**src/rtl/twos_complement_serial_unit.sv**
```systemverilog
// Serial 2's-complement converter. It handles DIGIT bits per clock, LSB first, using copy-to-first-1-then-invert.
// It supports four modes: negate, abs, sign-magnitude->2C and 2C->sign-magnitude, with valid/ready on both sides.
module twos_complement_serial_unit #(
  parameter int WIDTH = 8,
  parameter int DIGIT = 1
) (
  input  logic             clk,
  input  logic             rst_n,
  input  logic             in_valid,
  output logic             in_ready,
  input  logic [WIDTH-1:0] in_data,
  input  logic [1:0]       in_mode,
  output logic             out_valid,
  input  logic             out_ready,
  output logic [WIDTH-1:0] out_data,
  output logic             out_ovf,
  output logic             busy
);

  localparam int NDIG  = WIDTH / DIGIT;
  localparam int CNT_W = (NDIG > 1) ? $clog2(NDIG) : 1;
  localparam logic [WIDTH-1:0] MIN_VAL = {1'b1, {(WIDTH-1){1'b0}}};
  localparam logic [CNT_W-1:0] LAST_CNT = CNT_W'(NDIG - 1);

  typedef enum logic [1:0] {
    IDLE = 2'd0,
    RUN  = 2'd1,
    DONE = 2'd2
  } state_t;

  generate
    if (WIDTH < 2 || (WIDTH % DIGIT) != 0) begin : g_bad_params
      $error("twos_complement_serial_unit: WIDTH must be >= 2 and divisible by DIGIT");
    end
  endgenerate

  state_t             state_reg;
  logic [CNT_W-1:0]   cnt_reg;
  logic               seen_one_reg;
  logic               neg_reg;
  logic               sm_out_reg;
  logic               sign_reg;
  logic               ovf_pend_reg;
  logic [WIDTH-1:0]   op_reg;
  logic [WIDTH-1:0]   res_reg;
  logic               in_ready_reg;
  logic               out_valid_reg;
  logic [WIDTH-1:0]   out_data_reg;
  logic               out_ovf_reg;
  logic               busy_reg;

  // Operand decode at capture time.
  logic               cap_neg;
  logic [WIDTH-1:0]   cap_op;
  logic               cap_ovf;

  always_comb begin
    cap_neg = (in_mode == 2'd0) ? 1'b1 : in_data[WIDTH-1];
    cap_op  = (in_mode == 2'd2) ? {1'b0, in_data[WIDTH-2:0]} : in_data;
    // Mode 2 strips the sign, so its operand can never equal MIN.
    cap_ovf = (in_mode != 2'd2) && cap_neg && (in_data == MIN_VAL);
  end

  // One digit of the serial algorithm: seen_one ripples across the DIGIT bits.
  logic [DIGIT:0]     seen_chain;
  logic [DIGIT-1:0]   digit_r;
  logic [WIDTH-1:0]   res_next;
  logic [WIDTH-1:0]   final_data;

  assign seen_chain[0] = seen_one_reg;

  generate
    for (genvar gi = 0; gi < DIGIT; gi++) begin : g_digit
      assign digit_r[gi]       = (neg_reg & seen_chain[gi]) ? ~op_reg[gi] : op_reg[gi];
      assign seen_chain[gi+1]  = seen_chain[gi] | op_reg[gi];
    end
    if (DIGIT == WIDTH) begin : g_res_full
      assign res_next = digit_r;
    end else begin : g_res_shift
      assign res_next = {digit_r, res_reg[WIDTH-1:DIGIT]};
    end
  endgenerate

  assign final_data = sm_out_reg ? {sign_reg, res_next[WIDTH-2:0]} : res_next;

  always_ff @(posedge clk or negedge rst_n) begin
    if (!rst_n) begin
      state_reg     <= IDLE;
      cnt_reg       <= '0;
      seen_one_reg  <= 1'b0;
      neg_reg       <= 1'b0;
      sm_out_reg    <= 1'b0;
      sign_reg      <= 1'b0;
      ovf_pend_reg  <= 1'b0;
      op_reg        <= '0;
      res_reg       <= '0;
      in_ready_reg  <= 1'b1;
      out_valid_reg <= 1'b0;
      out_data_reg  <= '0;
      out_ovf_reg   <= 1'b0;
      busy_reg      <= 1'b0;
    end else begin
      case (state_reg)
        IDLE: begin
          if (in_valid) begin
            op_reg       <= cap_op;
            neg_reg      <= cap_neg;
            sm_out_reg   <= (in_mode == 2'd3);
            sign_reg     <= in_data[WIDTH-1];
            ovf_pend_reg <= cap_ovf;
            cnt_reg      <= '0;
            seen_one_reg <= 1'b0;
            res_reg      <= '0;
            state_reg    <= RUN;
            in_ready_reg <= 1'b0;
            busy_reg     <= 1'b1;
          end
        end
        RUN: begin
          op_reg       <= op_reg >> DIGIT;
          res_reg      <= res_next;
          seen_one_reg <= seen_chain[DIGIT];
          cnt_reg      <= cnt_reg + CNT_W'(1);
          if (cnt_reg == LAST_CNT) begin
            state_reg     <= DONE;
            out_valid_reg <= 1'b1;
            out_data_reg  <= final_data;
            out_ovf_reg   <= ovf_pend_reg;
          end
        end
        DONE: begin
          // Result is held until the consumer takes it; no accept on this edge.
          if (out_ready) begin
            state_reg     <= IDLE;
            out_valid_reg <= 1'b0;
            in_ready_reg  <= 1'b1;
            busy_reg      <= 1'b0;
          end
        end
        default: begin
          state_reg     <= IDLE;
          out_valid_reg <= 1'b0;
          in_ready_reg  <= 1'b1;
          busy_reg      <= 1'b0;
        end
      endcase
    end
  end

  assign in_ready  = in_ready_reg;
  assign out_valid = out_valid_reg;
  assign out_data  = out_data_reg;
  assign out_ovf   = out_ovf_reg;
  assign busy      = busy_reg;

endmodule

```
**config.mk**
```make
export PLATFORM = sky130hd
export DESIGN_NAME = twos_complement_serial_unit
export DESIGN_NICKNAME = d
export VERILOG_FILES = /design/src/rtl/twos_complement_serial_unit.sv
export SDC_FILE = /design/constraint.sdc
export NUM_CORES = 1
export LEC_CHECK = 0
export CORE_MARGIN = 4
export CORE_UTILIZATION = 25
export DETAILED_ROUTE_END_ITERATION = 8
export RECOVER_POWER = 50
export SLEW_MARGIN = 20
export SYNTH_ARGS = -nofsm -noshare
export SYNTH_HDL_FRONTEND = slang
export SYNTH_SLANG_ARGS = --single-unit
```
**constraint.sdc**
```tcl
create_clock -name clk -period 2.1 [get_ports clk]
set_clock_uncertainty 0.2 [all_clocks]
set_input_delay 0.315 -clock clk [delete_from_list [all_inputs] [get_ports clk]]
set_output_delay 0.315 -clock clk [all_outputs]
set_load 0.05 [all_outputs]
```
# Word level (Yosys, flattened, before mapping)
# Index checks and enable logic that the tools add are counted.
# word_totals
output_inout_bits	12
register_bits	38
elab_cells	64
in_bits	14
# classes
eq_ne	10
mux	23
bitwise_logic	5
reduce_logical	11
addsub	1
# ops
cell	count
$mux W8	4
$pmux W8 S2	2
$pmux W1 S3	3
$reduce_and A3 Y1	3
$eq A8 B8 Y1 const B	1
$ne A2 B2 Y1 const B	4
$mux W1	7
$eq A2 B2 Y1 const B	3
$mux W2	3
$pmux W2 S3	1
$pmux W3 S2	1
$reduce_and A2 Y1	3
$logic_not A2 Y1	2
$add A3 B1 Y3 const B	1
$eq A3 B3 Y1 const B	1
$mux W3	1
$not A1 Y1	3
$eq A2 B1 Y1 const B	1
$logic_and A1 B1 Y1	2
$pmux W1 S2	1
$reduce_bool A2 Y1	1
$and A1 B1 Y1	1
$or A1 B1 Y1	1

# Longest topological paths before layout
# depth
ltp_word	4
depth_mapped	6
mapped_depth_nobuf	4

# Least setup slack after synthesis
# OpenSTA, ideal clock, no wires.
# synth_path
kind	register to register
from	register state_reg[0]
to	register seen_one_reg
n_path_buf	3
synth_period_minus_slack_ps	1606
t_arrival_ps	1285
setup_time_ps	121
slack_ps	494
required_time_ps	1779
path_stages_with_launch	6
path_cell_list	dfrtp_1 buf_6 or3b_1 buf_6 buf_8 a22o_1
# synth_between
elab_chain_len	3
word_cells_on_any_way	6
cone_classes	2 x eq/ne; 1 x mux; 3 x reduce/logical
# synth_lines
item	line	source
start, declared	37	state_t state_reg;
start signal, assigned	88	state_reg <= IDLE;
start signal, assigned	114	state_reg <= RUN;
start signal, assigned	125	state_reg <= DONE;
$eq A2 B1 Y1 / $logic_not A2 Y1 (equally long branches)	103	case (state_reg)
$reduce_bool A2 Y1 (no line) / $ne A2 B2 Y1 (equally long branches)	n/a	
$reduce_and A2 Y1 (no line)	n/a	
end signal, assigned	122	seen_one_reg <= seen_chain[DIGIT];
end, declared	39	logic seen_one_reg;
# Several ways; a longest one is shown, not always the timed one.
# A chain may end at the register's enable or synchronous reset.

# Final worst setup path
# layout_path
from	register out_data_reg[7] (netlist: out_data[7])
to	output out_data[7]
# layout_rtl
item	line	source
start, declared	48	logic [WIDTH-1:0] out_data_reg;
start signal, assigned	127	out_data_reg <= final_data;
end, declared	15	output logic [WIDTH-1:0] out_data,
# No word-level cell between the ends.

==> impl_metrics.ini <==
[timing]
rsz0062_at_grt = false
tightest_slew_ps = 916.6
whs_ps = 270.4
hold_viol = 0
setup_tns_ps = 0
setup-violations-final = 0
timing.slew.headroom_pct = 38.89
period_share_pct = 93.89
period_needed_ps = 1972
fmax_mhz = 507.2
final_max_slew_viol_count = 0

[setup_path]
path_cells = clkdlybuf4s50_1
critical_path_arrival_ps = 1460
cp.buffers_inverters = 1
critPathSlowestCell = clkdlybuf4s50_1
cp.required_ps = 1580
worstSetupPathType = reg2out
cp_top_family = buffers and inverters
cpPeakStageDelay_ps = 810
worstSetupStartpointType = register
critPathCaptureType = output port
cp_max_fo = 2

[final_layout]
diodes = 0
fin_cells = 257
layout_commonest_cell = dfrtp_1
drive_above_1_share_pct = 14.84
final_cell_mix = 36 x dfrtp_1, 28 x nand2_1, 21 x clkdlybuf4s50_1
multi_input_area_um2 = 593.1
finalCoreUtilization_pct = 33.57
regArea_um2 = 927.1
fillCellCount = 627
area_growth_pct = 26.73
nets = 197

[flow_run]
max_cap_viol_count = 0

[power]
intPower_uw = 1973
ir_worst_vdd_uv = 616.6
p_sw_uw = 1220
p_comb_share_pct = 39.4
seq_power_share_pct = 38.0
clkPwrFrac_pct = 22.7
switching_share_pct = 38.21
finalPower_uw = 3193
p_leak_uw = 0.0009211
power_density_nw_per_um2 = 1569

[placement]
hpwl_mm = 1.996
dp.cells = 248
gp_congestion = 0.7633
io_buffers = 25

[logic_synthesis]
netlist.area_leader.share_pct = 56.12
synthFlopType = dfrtp_1
syn_area_per_cell_um2 = 10.56
syn_area_um2 = 1605
synth_edf_count = 0
yosysSeqAreaShare_pct = 57.76
ys_types = 31
yosysTopAreaCell = dfrtp_1
ys_ff_latch = 37
ys_async_sr_fraction_pct = 100.0
synth_area_leaders = dfrtp_1 56%, nand2_1 6.5%, mux2_2 5.6%
syn_nets = 168
syn_inst = 152
yosysWarnings = 0

[clock_tree]
root_buffer = clkbuf_8
cts_sinks = 37
htree_levels = 2
cts_tree = built
insertion_delay_ps = 290
path_clk_slew_ps = 80
cts_buffers = 5
postCtsSetupBuffers = 0
cts_buffer_depth = 2
cts_resized = 0

[floorplan]
core_um2 = 6061
die_area_um2 = 7767
die_height_um = 88.13
pin_count = 26
start_util_pct = 26.49
num_rows = 28
fp.dieW_um = 88.13

[drt]
drt_wl_total_mm = 3.035
first_pass_iters = 4
drt_iter0_markers = 55
drtAntennaViolNets = 0
via_per_inst = 4.521
routedWlPerCell_um = 11.81
vias = 1162
drc = 0

[global_routing]
grt_pass1_vias = 1151
track_usage_pct = 8.558
grt_antenna_before_repair = 0
overflow = 0
grt_pass1_wl_mm = 5.154
grt_max_degree = 38

[run_status]
status = finished clean

[min_path]
hold_path.class = reg2reg
## what timing repair did
action | in CTS | in global routing
setup endpoints to repair | 0 | 0
hold buffers | 1 | 0
hold endpoints to repair | 36 | 0
## Yosys cell counts, types with 2 or more instances
master and count:
dfrtp_1 36, nand2_1 28, nand3_1 13, nor2_1 11
nor3_1 9, mux2_2 8, o21ai_0 6, o22ai_1 6
buf_6 3, inv_1 3, a21oi_1 2, buf_2 2
clkbuf_1 2, ha_1 2, nand2b_1 2, nor2b_1 2
o21ai_1 2, o22ai_2 2
## metrics by stage
| step | worst slack (ps) | instance area (um^2) |
|---|---|---|
| CTS | 99.16 | 2059 |
| finish | 128.3 | 2034 |
| floorplan | 494.2 | 1605 |
| global placement | 204.1 | 1916 |
| global route | 76.80 | 2034 |
| detailed placement | 172.1 | 1916 |
## power by group through the flow
stage / logic, uW / registers, uW / clock network, uW
4_1_cts: 1300 / 1220 / 744
6_report: 1260 / 1210 / 724
3_5_place_dp: 1300 / 1230 / 0
2_1_floorplan: 719 / 1460 / 0
5_1_grt: 1400 / 1260 / 764
3_3_place_gp: 1280 / 1220 / 0
## layer usage
layer	GRT usage [%]	up-vias	share of wire (%)
li1	-	581	-
met3	2.822	5	5.0
met1	10.57	551	49
met2	13.90	25	44
met4	3.297	0	1.2
met5	0	-	0
## layout make-up
type / instances / area share, %
clock buffers: 5 / 3.383
clock inverters: 3 / 3.198
inverters: 3 / 0.5535
multi-input cells: 103 / 29.15
flip-flops and latches: 37 / 45.57
well taps: 75 / 4.613
repair buffers: 31 / 13.53
## final timing paths
check	depth (start not counted)	to	from	slack, ps
max reg2reg	4	op_reg[4]	state_reg[0]	250
min	2	sign_reg	sign_reg	270
max in group asynchronous	3	neg_reg	rst_n	560
min reg2reg	2	sign_reg	sign_reg	270
min in group asynchronous	3	out_valid	rst_n	570
max	1	out_data[7]	out_data[7]	130
## cell families after synthesis
kind of cell,Yosys count,synth area share (%)
AND/OR/NAND/NOR,70,20.19
flip-flops,37,57.76
AO/OA/AOI/OAI,23,9.588
buffers and inverters,12,5.300
multiplexers,8,5.612
adder cells (fa/ha/maj),2,1.559
No activity file was read; power rests on OpenSTA's default activity.
